### src/rtl/mult_unit_pkg.sv
// Shared CPU definitions for the iterative multiplier: FSM state encoding and width constants.
package mult_unit_pkg;

  localparam int MULT_WIDTH = 32;
  localparam int MULT_CNT_W = $clog2(MULT_WIDTH);

  typedef enum logic [1:0] {
    IDLE = 2'd0,
    RUN  = 2'd1,
    DONE = 2'd2
  } multState_t;

endpackage

### src/rtl/mult_unit_step.sv
// Single combinational shift-add step of the unsigned magnitude multiplier.
module mult_step #(
  parameter int WIDTH = 32
) (
  input  logic [2*WIDTH-1:0] accIn,
  input  logic [WIDTH-1:0]   mcand,
  input  logic [WIDTH-1:0]   mplier,
  output logic [2*WIDTH-1:0] accOut,
  output logic [WIDTH-1:0]   mplierOut
);

  logic [WIDTH:0] sum;

  // NOTE: every combinational output is assigned on every path, so no latch can be inferred.
  always_comb begin
    sum       = {1'b0, accIn[2*WIDTH-1:WIDTH]} + (mplier[0] ? {1'b0, mcand} : '0);
    // The add carry lands in the accumulator MSB as the whole thing shifts right.
    accOut    = {sum, accIn[WIDTH-1:1]};
    mplierOut = {1'b0, mplier[WIDTH-1:1]};
  end

endmodule

### src/rtl/mult_unit.sv
// Iterative WIDTH-cycle shift-add multiplier (MULT/MULTU) with hi/lo result registers.
module mult_unit
  import mult_unit_pkg::*;
#(
  parameter int WIDTH = MULT_WIDTH
) (
  input  logic             clk,
  input  logic             rst_n,
  input  logic             start,
  input  logic             op_signed,
  input  logic [WIDTH-1:0] dataA,
  input  logic [WIDTH-1:0] dataB,
  output logic             busy,
  output logic             done,
  output logic [WIDTH-1:0] hi,
  output logic [WIDTH-1:0] lo
);

  localparam int CNT_W = $clog2(WIDTH);

  multState_t         state, nextState;
  logic [2*WIDTH-1:0] acc, stepAcc;
  logic [WIDTH-1:0]   mcand, mplier, stepMplier;
  logic [CNT_W-1:0]   cnt;
  logic               resSign;
  logic               accept, lastStep;
  logic               negA, negB;
  logic [WIDTH-1:0]   magA, magB;

  assign accept   = start && (state != RUN);
  assign lastStep = (state == RUN) && (cnt == CNT_W'(WIDTH - 1));
  assign negA     = op_signed && dataA[WIDTH-1];
  assign negB     = op_signed && dataB[WIDTH-1];
  // Negating the most negative value wraps back to itself, which is its correct unsigned magnitude.
  assign magA     = negA ? -dataA : dataA;
  assign magB     = negB ? -dataB : dataB;

  mult_step #(.WIDTH(WIDTH)) u_step (
    .accIn     (acc),
    .mcand     (mcand),
    .mplier    (mplier),
    .accOut    (stepAcc),
    .mplierOut (stepMplier)
  );

  // NOTE: sequential state uses non-blocking assignments so every register samples pre-edge values.
  always_ff @(posedge clk) begin
    if (!rst_n) state <= IDLE;
    else        state <= nextState;
  end

  always_comb begin
    nextState = state;
    unique case (state)
      IDLE:    if (start) nextState = RUN;
      RUN:     if (lastStep) nextState = DONE;
      DONE:    nextState = start ? RUN : IDLE;
      default: nextState = IDLE;
    endcase
  end

  always_comb begin
    busy = (state == RUN);
    done = (state == DONE);
  end

  always_ff @(posedge clk) begin
    if (!rst_n) begin
      acc     <= '0;
      mcand   <= '0;
      mplier  <= '0;
      cnt     <= '0;
      resSign <= 1'b0;
      hi      <= '0;
      lo      <= '0;
    end else if (accept) begin
      acc     <= '0;
      mcand   <= magA;
      mplier  <= magB;
      cnt     <= '0;
      resSign <= negA ^ negB;
    end else if (state == RUN) begin
      acc    <= stepAcc;
      mplier <= stepMplier;
      cnt    <= cnt + 1'b1;
      // The final step's result goes straight to hi/lo as DONE is entered.
      if (lastStep) {hi, lo} <= resSign ? -stepAcc : stepAcc;
    end
  end

endmodule

### config.mk
export PLATFORM = sky130hd
export DESIGN_NAME = mult_unit
export DESIGN_NICKNAME = d
export VERILOG_FILES = /design/src/rtl/mult_unit_pkg.sv /design/src/rtl/mult_unit_step.sv /design/src/rtl/mult_unit.sv
export SDC_FILE = /design/constraint.sdc
export NUM_CORES = 1
export LEC_CHECK = 0
export ABC_AREA = 1
export CORE_ASPECT_RATIO = 0.75
export CORE_MARGIN = 2
export CORE_UTILIZATION = 30
export DETAILED_ROUTE_END_ITERATION = 8
export PLACE_DENSITY_LB_ADDON = 0.1
export SLEW_MARGIN = 20
export SYNTH_ARGS = -nofsm -noshare
export SYNTH_HDL_FRONTEND = slang
export SYNTH_HIERARCHICAL = 1
export SYNTH_SLANG_ARGS = --single-unit
### constraint.sdc
create_clock -name clk -period 3.5 [get_ports clk]
set_input_delay 0.7 -clock clk [delete_from_list [all_inputs] [get_ports clk]]
set_output_delay 0.7 -clock clk [all_outputs]
set_load 0.05 [all_outputs]
### After elaboration in Yosys (flattened, before gate mapping)

Cells that the tools add are included.

* register bits: 200
* bits of input ports: 68
* output and inout port bits: 66
* logic and storage cells: 41

* add/subtract/negate cells: 5
* equal/unequal tests: 6
* mux-type cells: 10
* bitwise operators: 3
* reductions and logical operators: 9

Operator list (number)
* 32-bit 2-to-1 mux: 5
* 64-bit 2-to-1 mux: 1
* 32-bit negation: 2
* 64-bit negation: 1
* 32-bit by 33-bit adder with 33-bit output: 1
* 2-bit case mux with 3 select lines: 1
* 5-bit by 1-bit adder with 5-bit output (second input constant): 1
* 5-bit == test (second input constant): 1
* 1-bit logical AND: 4
* 2-bit 2-to-1 mux: 2
* 2-bit by 1-bit != test with 1-bit output (second input constant): 2
* 3-bit AND reduction: 1
* 2-bit by 1-bit == test with 1-bit output (second input constant): 1
* 2-bit == test (second input constant): 1
* 2-bit zero test: 1
* 2-bit != test (second input constant): 1
* 1-bit inverter: 2
* 2-bit AND reduction: 1
* 2-bit nonzero test: 1
* 2-bit OR reduction: 1
* 1-bit 2-to-1 mux: 1
* 1-bit XOR: 1

### Logic depth before layout (Yosys ltp)

Gate-level depths: netlist of the first run.

* word-level depth: 4
* gate-level depth with buffers: 26
* gate-level depth less buffers: 26

### Hierarchy

The synthesis of the first run kept the hierarchy.

Modules (own cells, without submodules)
* mult_unit: times used 1, cells an instance 1742, area an instance 11150.7 µm², seq. area each 4003.8 µm²
* mult_step: times used 1, cells an instance 636, area an instance 3114.2 µm², seq. area each 0.0 µm²

### Worst setup path after synthesis of the first run

No wires, ideal clock.

* path type: reg-to-reg
* start: register mplier[0]
* end: register hi[22]
* library setup time: 0.109 ns
* arrival: 2.679 ns
* required time: 3.391 ns
* path slack: 0.712 ns
* stages on the path, launching flop included: 26
* path buffers: 1
* cell sequence: dfxtp_1 clkbuf_1 nand2_1 inv_1 ha_1 or2_1 nand3_1 nand2_1 nand2_1 nand2_1 nand2_1 nand2_1 nand2_1 nand2_1 nor2_1 nand2_1 nor2_1 nand2_1 nor2_1 nand2_1 nand2_1 nand2_1 nand2_1 nand3_1 nand2_1 inv_1

* cells in the longest elaborated chain, start to end: 4

RTL lines
* start: declaration: line mult_unit.sv:23 `logic [WIDTH-1:0] mcand, mplier, stepMplier;`
* start signal: assignment: line mult_unit.sv:79 `mplier <= magB;`
* start signal: assignment: line mult_unit.sv:84 `mplier <= stepMplier;`
* 32-bit 2-to-1 mux: line mult_unit_step.sv:16 `sum = {1'b0, accIn[2*WIDTH-1:WIDTH]} + (mplier[0] ? {1'b0, mcand} : '0);`
* 32-bit by 33-bit adder with 33-bit output: line mult_unit_step.sv:16
* via stepAcc[52]: line mult_unit.sv:22 `logic [2*WIDTH-1:0] acc, stepAcc;`
* 64-bit negation: line mult_unit.sv:87 `if (lastStep) {hi, lo} <= resSign ? -stepAcc : stepAcc;`
* 64-bit 2-to-1 mux: line mult_unit.sv:87
* end signal: assignment: line mult_unit.sv:87
* end: declaration: line mult_unit.sv:15 `output logic [WIDTH-1:0] hi,`

The timed path passes the listed nets, and every way through them passes these cells.
A chain may end at the register's enable or synchronous reset.

### Worst setup path after layout of the first run

* start: register mplier[0]
* end: register hi[26]

Same word-level chain as after synthesis.

==> flow_summary_export.csv, run 1 <==
group,metric,value,unit
cells_and_area,drive_above_1_share,8.19,%
cts,clock_tree_from_tritoncts,"built",
die,dieWidth,256,µm
cells_and_area,nFillCells,5273,
critical_path,sort_of_element_at_the_end_of_the_critical_path,"register",
sta,setup_viol,0,
detailed_routing,drt-vias-per-instance,4.70,
cts,clk_path_buf_depth,2,
cts,clkLatencyLatePin,0.48,ns
cts,post_cts_hold_buffer_count,0,
cells_and_area,layout_commonest_cell,"sky130_fd_sc_hd__nand2_1",
cells_and_area,n_antenna_cell,0,
global_routing,grt.overflow.total,0,
cts,cts_num_sinks,199,
sta,slew_headroom,27.3,%
place,dp_slack,-0.0974,ns
detailed_routing,drt_pass1_iterations,5,
detailed_routing,finalWirelength,49.3,mm
critical_path,crit_type,"register to register",
cts,post_cts.repair.setup_buffers,0,
critical_path,cp_slowest_stage_delay,0.39,ns
place,globalplace.congestion,0.944,
die,initial_core_util,30.2,%
global_routing,grt_pass1_wl,77.3,mm
place,dp_hpwl,38.4,mm
critical_path,crit_path_max_fanout,15,
critical_path,critPathSlowestCell,"sky130_fd_sc_hd__dfxtp_1",
sta,layout_worst_path_cycle_share,94.9,%
power_and_ir_drop,power_density,323,nW/µm²
synthesis,synthesis.area_per_instance,6.00,µm²
global_routing,grt_start_max_net_pins,103,
die,boundaryPins,134,
cells_and_area,final_nets,2534,
cts,cts_inserted_buffers,17,
global_routing,first_global_vias,13780,
critical_path,cp.required,3.88,ns
sta,clock.fmax,301,MHz
power_and_ir_drop,worst_ir_drop_vdd,0.374,mV
sta,maxSlewViolCount,0,
synthesis,syn_nets,2480,
critical_path,critical_path_arrival,3.70,ns
detailed_routing,first_iter_violations,1175,
critical_path,cp_common_cell,"sky130_fd_sc_hd__nand2_1",
sta,worst-slew-pin-transition,1.09,ns
cells_and_area,most-common-layout-cells,"sky130_fd_sc_hd__nand2_1 (817), sky130_fd_sc_hd__inv_1 (278), sky130_fd_sc_hd__nor2_1 (218)",
synthesis,ys_warn_count,6,
detailed_routing,routedWlPerCell,16.0,µm
cts,clk_pin_slew,0.08,ns
detailed_routing,detail_route_antenna_nets,0,
die,dieHeight,193,µm
place,numPortBuffers,133,
global_routing,number_of_antenna_violations_at_the_first_check_in_global_routing,0,
run_status,run_status,"finished clean",
sta,period_minus_slack,3.32,ns
detailed_routing,num_vias,14464,
die,fp.dieArea,49200,µm²
cts,cts.htree.levels,4,
die,placeableCoreArea,47100,µm²
power_and_ir_drop,cellLeakagePower,8.15,nW
sta,finalClockSkew,0.0219,ns
flow_run,max_cap_check_violation_count,0,
min_path,worst_hold_path_type,"register to register",
die,placement_rows,69,
synthesis,syn-cell-area,14200,µm²
sta,setup_slack,0.180,ns
detailed_routing,route.detailed.drc,0,
cells_and_area,syn_to_final_growth,17.5,%
cells_and_area,utilization,35.5,%
cts,cts_root_buffer,"sky130_fd_sc_hd__clkbuf_16",
critical_path,worstSetupStartpointType,"register",
sta,final_hold_viol_count,0,
global_routing,grtUsageTotal,20.1,%
synthesis,synth_cells,2374,
## report_power, final
group	leakage, nW	switching, mW	internal, mW
Sequential	1.61	0.0395	2.32
Combinational	6.23	0.571	0.301
Clock	0.307	1.06	1.10
Total	8.15	1.67	3.73
## worst max-delay path, delay by kind of cell, from the launching register on
family	cells	cell delay, ns
adder cells (fa/ha/maj)	1	0.26
buffers and inverters	4	0.45
flip-flops	1	0.39
AND/OR/NAND/NOR	22	2.11
## repair_timing
action / in CTS / in global routing
gates resized for setup: 4 / 54
pin swaps: 0 / 1
endpoints found under the setup margin: 2 / 17
## area by class of cell
type	instances	area (µm²)	share of cell area [%]
Clock buffer	17	425	2.54
Clock inverter	15	204	1.22
Inverter	286	1070	6.42
Multi-Input combinational cell	1747	8540	51.1
Sequential cell	199	3990	23.8
Tap cell	639	800	4.78
Timing Repair Buffer	177	1690	10.1
## sequential cells by signal, summed over array words and instances, names as in the netlist
register and cells:
acc 63, cnt 5, hi 32, lo 32
mcand 32, mplier 32, resSign 1, state 2
## metal layers
metal / GRT usage (%) / vias to the layer above / wire length (µm) / part of all wire, %
li1: - / 7521 / - / -
met1: 29.7 / 6674 / 26300 / 53
met2: 30.6 / 238 / 20600 / 42
met3: 3.18 / 31 / 1860 / 3.8
met4: 3.98 / 0 / 586 / 1.2
met5: 0 / - / 0 / 0
## metrics by stage
stage / cells / power [mW] / hold WS [ns] / setup TNS [ns] / area (µm²)
finish: 3080 / 5.40 / 0.461 / 0 / 16700
CTS: 3080 / 5.44 / 0.463 / 0 / 16500
global route: 3080 / 5.66 / 0.486 / -0.0539 / 16700
detailed placement: 3048 / 3.26 / 0.447 / -0.104 / 15900
global placement: 3048 / 3.27 / 0.448 / -0.114 / 15900
floorplan: 2374 / 2.97 / 0.426 / 0 / 14200
## final timing paths
check                          from  cells past startpoint  slack, ns                endpoint
max reg2reg  mplier[0]$_SDFFE_PN0P_                     27       0.18     hi[26]$_SDFFE_PN0P_
max          mplier[0]$_SDFFE_PN0P_                     27       0.18     hi[26]$_SDFFE_PN0P_
min          mcand[18]$_SDFFE_PN0P_                      2       0.46  mcand[18]$_SDFFE_PN0P_
min reg2reg  mcand[18]$_SDFFE_PN0P_                      2       0.46  mcand[18]$_SDFFE_PN0P_
(Power assumes the default switching activity.)
==> run 2, diff against run 1 <==
--- a/config.mk
+++ b/config.mk
@@ -7,8 +7,9 @@
 export LEC_CHECK = 0
 export ABC_AREA = 1
 export CORE_ASPECT_RATIO = 0.75
-export CORE_MARGIN = 2
-export CORE_UTILIZATION = 30
+export CORE_MARGIN = 10
+export CORE_UTILIZATION = 48
+export CTS_CLUSTER_SIZE = 25
 export DETAILED_ROUTE_END_ITERATION = 8
 export PLACE_DENSITY_LB_ADDON = 0.1
 export SLEW_MARGIN = 20
==> flow_summary_export.csv, run 2 (synthesis results as in run 1) <==
group,metric,value,unit
die,boundaryPins,134,
cells_and_area,layout_commonest_cell,"sky130_fd_sc_hd__nand2_1",
global_routing,grtUsageTotal,24.1,%
run_status,run_status,"finished clean",
detailed_routing,routedWlPerCell,16.1,µm
cells_and_area,largest_register_ff_count,63,
cells_and_area,drive_above_1_share,6.85,%
cells_and_area,stdcell_area,16200,µm²
sta,maxSlewViolCount,0,
die,fp.dieArea,37000,µm²
cts,post_cts_resize_count,0,
critical_path,rr_startpoint,"mplier[0]$_SDFFE_PN0P_",
flow_run,max_cap_check_violation_count,0,
critical_path,crit_path_max_fanout,16,
place,numPortBuffers,133,
die,placeableCoreArea,29100,µm²
detailed_routing,finalWirelength,45.2,mm
global_routing,grt_start_max_net_pins,127,
cts,cts_num_sinks,199,
cells_and_area,n_antenna_cell,0,
cts,post_cts.repair.setup_buffers,0,
detailed_routing,detail_route_antenna_nets,0,
sta,setup_viol,0,
detailed_routing,num_vias,14725,
detailed_routing,drt_pass1_iterations,5,
place,dp_hpwl,34.6,mm
critical_path,critical_path_arrival,3.73,ns
cts,clk_pin_slew,0.08,ns
cells_and_area,largest-register,"acc",
cts,clkLatencyLatePin,0.46,ns
global_routing,grt_pass1_wl,72.4,mm
sta,period_minus_slack,3.35,ns
die,initial_core_util,48.9,%
detailed_routing,route.detailed.drc,0,
die,dieHeight,169,µm
critical_path,timing.reg2reg.worst_path_depth,20,
sta,worst-slew-pin-transition,1.03,ns
critical_path,crit_type,"register to register",
sta,finalHoldWorstSlack,0.459,ns
sta,layout_worst_path_cycle_share,95.6,%
critical_path,sort_of_element_at_the_end_of_the_critical_path,"register",
cts,cts_inserted_buffers,17,
critical_path,worstSetupStartpoint,"mplier[0]$_SDFFE_PN0P_",
critical_path,worst_reg2reg_endpoint,"hi[28]$_SDFFE_PN0P_",
sta,slew_headroom,31.0,%
cts,cts_root_buffer,"sky130_fd_sc_hd__clkbuf_16",
cells_and_area,most-common-layout-cells,"sky130_fd_sc_hd__nand2_1 (815), sky130_fd_sc_hd__inv_1 (278), sky130_fd_sc_hd__nor2_1 (229)",
cts,cts.htree.levels,4,
critical_path,cp.required,3.89,ns
power_and_ir_drop,worst_ir_drop_vdd,0.338,mV
cts,post_cts_hold_buffer_count,0,
sta,fin_tns_setup,0,ns
sta,finalClockSkew,0.0115,ns
place,detailed_place.area,15500,µm²
detailed_routing,drt-vias-per-instance,5.23,
place,globalplace.congestion,0.962,
die,placement_rows,54,
sta,final_hold_viol_count,0,
power_and_ir_drop,power_density,324,nW/µm²
critical_path,reg2reg_slack,0.15,ns
detailed_routing,first_iter_violations,1191,
power_and_ir_drop,report.power.total,5.24,mW
cells_and_area,syn_to_final_growth,13.7,%
cells_and_area,final_nets,2517,
global_routing,number_of_antenna_violations_at_the_first_check_in_global_routing,0,
cts,clk_path_buf_depth,2,
global_routing,grt.overflow.total,0,
critical_path,worstSetupStartpointType,"register",
min_path,worst_hold_path_type,"register to register",
cts,clock_tree_from_tritoncts,"built",
power_and_ir_drop,cellLeakagePower,8.00,nW
global_routing,first_global_vias,13730,
critical_path,crit_path_end,"hi[28]$_SDFFE_PN0P_",
sta,clock.fmax,299,MHz
die,dieWidth,219,µm
run 2: cell count changes in the layout (fill, tap and decap cells not counted), moves of 4 or more:
cell                      previous run  this run
sky130_fd_sc_hd__buf_4              41        24
sky130_fd_sc_hd__nor2_1            218       229
sky130_fd_sc_hd__nor2_4             20        14
sky130_fd_sc_hd__nor2_2             36        31
sky130_fd_sc_hd__a21oi_1           145       149
sky130_fd_sc_hd__a21oi_2             6         2
sky130_fd_sc_hd__nand2_2            26        30
run 2: layer usage:
metal,global-route usage (%),wire (µm)
met2,37.1,19600
met4,5.47,658
met1,33.7,21700
met3,5.04,3190
met5,0,0
run 2: power breakdown:
| group | total [mW] | internal [mW] | switching (mW) |
|---|---|---|---|
| registers | 2.36 | 2.32 | 0.0394 |
| clock network | 2.04 | 1.04 | 1.00 |
| logic | 0.836 | 0.288 | 0.547 |
| total | 5.24 | 3.65 | 1.59 |
run 2: per-stage QoR:
step | std cells | worst slack (ns) | utilization [%]
5_1_grt | 2816 | -0.00674 | 55.6
6_report | 2816 | 0.154 | 55.6
2_1_floorplan | 2374 | 0.712 | -
3_3_place_gp | 2783 | 0.215 | 53.1
3_5_place_dp | 2783 | 0.181 | 53.1
4_1_cts | 2815 | 0.166 | 55.1
run 2: how the worst min path moves through the flow:
| stage | startpoint | to | slack [ns] | depth (start not counted) |
|---|---|---|---|---|
| detailed placement | mcand[19]$_SDFFE_PN0P_ | mcand[19]$_SDFFE_PN0P_ | 0.45 | 2 |
| global placement | mcand[20]$_SDFFE_PN0P_ | mcand[20]$_SDFFE_PN0P_ | 0.44 | 2 |
| floorplan | mcand[15]$_SDFFE_PN0P_ | mcand[15]$_SDFFE_PN0P_ | 0.43 | 2 |
| finish | mcand[31]$_SDFFE_PN0P_ | mcand[31]$_SDFFE_PN0P_ | 0.46 | 2 |
| global route | mcand[22]$_SDFFE_PN0P_ | mcand[22]$_SDFFE_PN0P_ | 0.48 | 2 |
| CTS | mcand[19]$_SDFFE_PN0P_ | mcand[19]$_SDFFE_PN0P_ | 0.46 | 2 |
run 2: final cells by class:
type,count,area (µm²)
fillers,2992,12900
multi-input cells,1747,8450
flip-flops and latches,199,3990
repair buffers,160,1570
inverters,286,1070
well taps,392,490
clock buffers,19,443
clock inverters,13,160
run 2: worst max-delay path, cell delays in order (launching register included):
cell	delay [ns]
sky130_fd_sc_hd__dfxtp_2	0.36
sky130_fd_sc_hd__buf_12	0.16
sky130_fd_sc_hd__nand2_1	0.06
sky130_fd_sc_hd__inv_1	0.04
sky130_fd_sc_hd__ha_1	0.36
sky130_fd_sc_hd__nand2_1	0.13
sky130_fd_sc_hd__nor2_1	0.21
sky130_fd_sc_hd__nand3_1	0.16
sky130_fd_sc_hd__nand3_1	0.23
sky130_fd_sc_hd__nand3_1	0.14
sky130_fd_sc_hd__nand3_1	0.12
sky130_fd_sc_hd__nand2_2	0.14
sky130_fd_sc_hd__nor2_1	0.18
sky130_fd_sc_hd__nand2_1	0.09
sky130_fd_sc_hd__nor2_1	0.16
sky130_fd_sc_hd__nand3_1	0.08
sky130_fd_sc_hd__o21ai_0	0.29
sky130_fd_sc_hd__nand2_1	0.09
sky130_fd_sc_hd__nand2_1	0.06
sky130_fd_sc_hd__nand2_1	0.07
sky130_fd_sc_hd__a21oi_2	0.12
==> run 3, diff against run 2 <==
--- a/config.mk
+++ b/config.mk
@@ -6,9 +6,11 @@
 export NUM_CORES = 1
 export LEC_CHECK = 0
 export ABC_AREA = 1
+export CELL_PAD_IN_SITES_DETAIL_PLACEMENT = 0
+export CELL_PAD_IN_SITES_GLOBAL_PLACEMENT = 1
 export CORE_ASPECT_RATIO = 0.75
 export CORE_MARGIN = 10
-export CORE_UTILIZATION = 48
+export CORE_UTILIZATION = 41
 export CTS_CLUSTER_SIZE = 25
 export DETAILED_ROUTE_END_ITERATION = 8
 export PLACE_DENSITY_LB_ADDON = 0.1
==> flow_summary_export.csv, run 3 (synthesis results as in run 1) <==
group,metric,value,unit
critical_path,cp_common_cell,"sky130_fd_sc_hd__nand2_1",
cts,cts_root_buffer,"sky130_fd_sc_hd__clkbuf_16",
cells_and_area,nFillCells,3614,
sta,layout_worst_path_cycle_share,94.5,%
cells_and_area,utilization,48.2,%
cts,cts.htree.levels,4,
cts,cts_inserted_buffers,17,
global_routing,grtUsageTotal,21.9,%
critical_path,rr_startpoint,"mplier[0]$_SDFFE_PN0P_",
die,boundaryPins,134,
critical_path,timing.critical_path.buf_inv,5,
critical_path,critical-path-top-delay-family,"simple AND/OR/NAND/NOR gates",
die,placement_rows,58,
cts,clkLatencyLatePin,0.45,ns
power_and_ir_drop,power_density,320,nW/µm²
min_path,worst_hold_path_type,"register to register",
critical_path,critical_path_arrival,3.66,ns
die,dieHeight,181,µm
cells_and_area,syn_to_final_growth,14.8,%
critical_path,timing.reg2reg.worst_path_depth,24,
detailed_routing,detail_route_antenna_nets,0,
critical_path,worst_reg2reg_endpoint,"hi[29]$_SDFFE_PN0P_",
detailed_routing,num_vias,14701,
global_routing,grt.overflow.total,0,
cells_and_area,final_nets,2525,
detailed_routing,routedWlPerCell,16.8,µm
critical_path,sort_of_element_at_the_end_of_the_critical_path,"register",
global_routing,number_of_antenna_violations_at_the_first_check_in_global_routing,0,
sta,maxSlewViolCount,0,
sta,period_minus_slack,3.31,ns
sta,finalClockSkew,0.0102,ns
place,dp_hpwl,37.3,mm
min_path,worst_hold_startpoint,"mcand[16]$_SDFFE_PN0P_",
place,dp_slack,0.103,ns
die,fp.dieArea,42600,µm²
cells_and_area,layout_commonest_cell,"sky130_fd_sc_hd__nand2_1",
cells_and_area,largest_register_ff_count,63,
critical_path,worstSetupStartpointType,"register",
cts,cts_num_sinks,199,
die,dieWidth,235,µm
detailed_routing,finalWirelength,48.4,mm
sta,clock.fmax,302,MHz
power_and_ir_drop,report.power.total,5.23,mW
cells_and_area,largest-register,"acc",
cells_and_area,drive_above_1_share,7.33,%
critical_path,crit_type,"register to register",
critical_path,reg2reg_slack,0.19,ns
detailed_routing,drt-vias-per-instance,5.10,
min_path,timing.hold.worst_path_depth,2,
die,placeableCoreArea,33900,µm²
cts,clk_path_buf_depth,2,
cts,clock_tree_from_tritoncts,"built",
place,globalplace.congestion,0.953,
die,initial_core_util,42.0,%
cts,clk_pin_slew,0.08,ns
sta,final_hold_viol_count,0,
sta,setup_slack,0.192,ns
sta,setup_viol,0,
min_path,hold_path_end,"mcand[16]$_SDFFE_PN0P_",
place,numPortBuffers,133,
critical_path,critical_path.cell_chain,"buf_12 -> nand2_1 -> inv_1 -> ha_1 -> nand2_1 -> inv_1 -> nand2_1 -> nand2_1 -> nand2_1 -> nand3_1 -> xor2_1 -> buf_4 -> nor2_1 -> nand2_1 -> nor2_4 -> nand2_1 -> nor2_2 -> nand2_1 -> nand2_1 -> nand2_1 -> nand2_1 -> nand3_1 -> nand2_1 -> inv_1",
place,dpl.cell_count,2848,
critical_path,cp_slowest_stage_delay,0.41,ns
run_status,run_status,"finished clean",
sta,worst-slew-pin-transition,0.897,ns
critical_path,crit_path_max_fanout,17,
sta,slew_headroom,40.2,%
detailed_routing,first_iter_violations,1122,
cells_and_area,most-common-layout-cells,"sky130_fd_sc_hd__nand2_1 (813), sky130_fd_sc_hd__inv_1 (278), sky130_fd_sc_hd__nor2_1 (225)",
sta,unrepaired_setup_endpoints_after_global_routing,"yes",
global_routing,grt_start_max_net_pins,80,
critical_path,critPathSlowestCell,"sky130_fd_sc_hd__dfxtp_2",
power_and_ir_drop,worst_ir_drop_vdd,0.245,mV
flow_run,max_cap_check_violation_count,0,
global_routing,first_global_vias,13799,
detailed_routing,route.detailed.drc,0,
cells_and_area,post_layout_nonfiller_instances,2881,
detailed_routing,drt_pass1_iterations,7,
global_routing,grt_pass1_wl,75.9,mm
critical_path,cp.required,3.85,ns
power_and_ir_drop,cellLeakagePower,8.06,nW
-- run 3: changes by cell type in the layout (fill, tap and decap cells not counted), sizes merged --
cell / before / now
buf: 27 / 35
inv: 291 / 289
clkbuf: 20 / 19
clkinvlp: 1 / 2
diode: 0 / 1
-- run 3: per-stage QoR --
stage	hold slack [ns]	instance area (µm²)	setup TNS, ns
detailed placement	0.446	15600	0
floorplan	0.426	14200	0
global placement	0.445	15600	0
global route	0.481	16300	-0.0456
finish	0.458	16300	0
CTS	0.460	16200	0
-- run 3: area by class of cell --
class / count / area [µm²] / share of cell area (%)
flip-flops and latches: 199 / 3990 / 24.4
diodes: 1 / 2.50 / 0.0153
inverters: 286 / 1070 / 6.57
clock buffers: 18 / 439 / 2.69
well taps: 450 / 563 / 3.45
multi-input cells: 1747 / 8460 / 51.8
repair buffers: 168 / 1670 / 10.2
clock inverters: 12 / 141 / 0.865
-- run 3: repair_timing --
action                                  4_1_cts  5_1_grt
setup buffers                                 0        1
hold buffers                                  0        0
endpoints found under the setup margin        0       14
resized for setup                             0       39
-- run 3: worst max path at each step --
| stage | startpoint | to | slack (ns) | cells after the start |
|---|---|---|---|---|
| 2_1_floorplan | mplier[0]$_SDFFE_PN0P_ | hi[22]$_SDFFE_PN0P_ | 0.71 | 25 |
| 3_3_place_gp | mplier[0]$_SDFFE_PN0P_ | hi[31]$_SDFFE_PN0P_ | 0.12 | 22 |
| 3_5_place_dp | mplier[0]$_SDFFE_PN0P_ | hi[31]$_SDFFE_PN0P_ | 0.10 | 19 |
| 4_1_cts | mplier[0]$_SDFFE_PN0P_ | hi[31]$_SDFFE_PN0P_ | 0.06 | 19 |
| 5_1_grt | mplier[0]$_SDFFE_PN0P_ | hi[26]$_SDFFE_PN0P_ | -0.04 | 27 |
| 6_report | mplier[0]$_SDFFE_PN0P_ | hi[29]$_SDFFE_PN0P_ | 0.19 | 24 |
-- run 3: routing by layer --
| metal | track usage, % | vias up | routed length, µm |
|---|---|---|---|
| met4 | 5.20 | 0 | 702 |
| met2 | 33.8 | 342 | 20900 |
| met5 | 0 | - | 0 |
| met3 | 3.94 | 31 | 2700 |
| met1 | 30.7 | 6815 | 24200 |
| li1 | - | 7513 | - |
-- run 3: worst min-delay path: stages (launching register included) --
cell and delay, ns:
sky130_fd_sc_hd__dfxtp_1 0.32, sky130_fd_sc_hd__nand2_1 0.06, sky130_fd_sc_hd__nand2_1 0.04
-- run 3: power by group --
part / internal [mW] / leakage [nW] / switching, mW
sequential: 2.32 / 1.62 / 0.0392
combinational: 0.292 / 6.17 / 0.552
clock: 1.02 / 0.279 / 0.998
total: 3.64 / 8.06 / 1.59
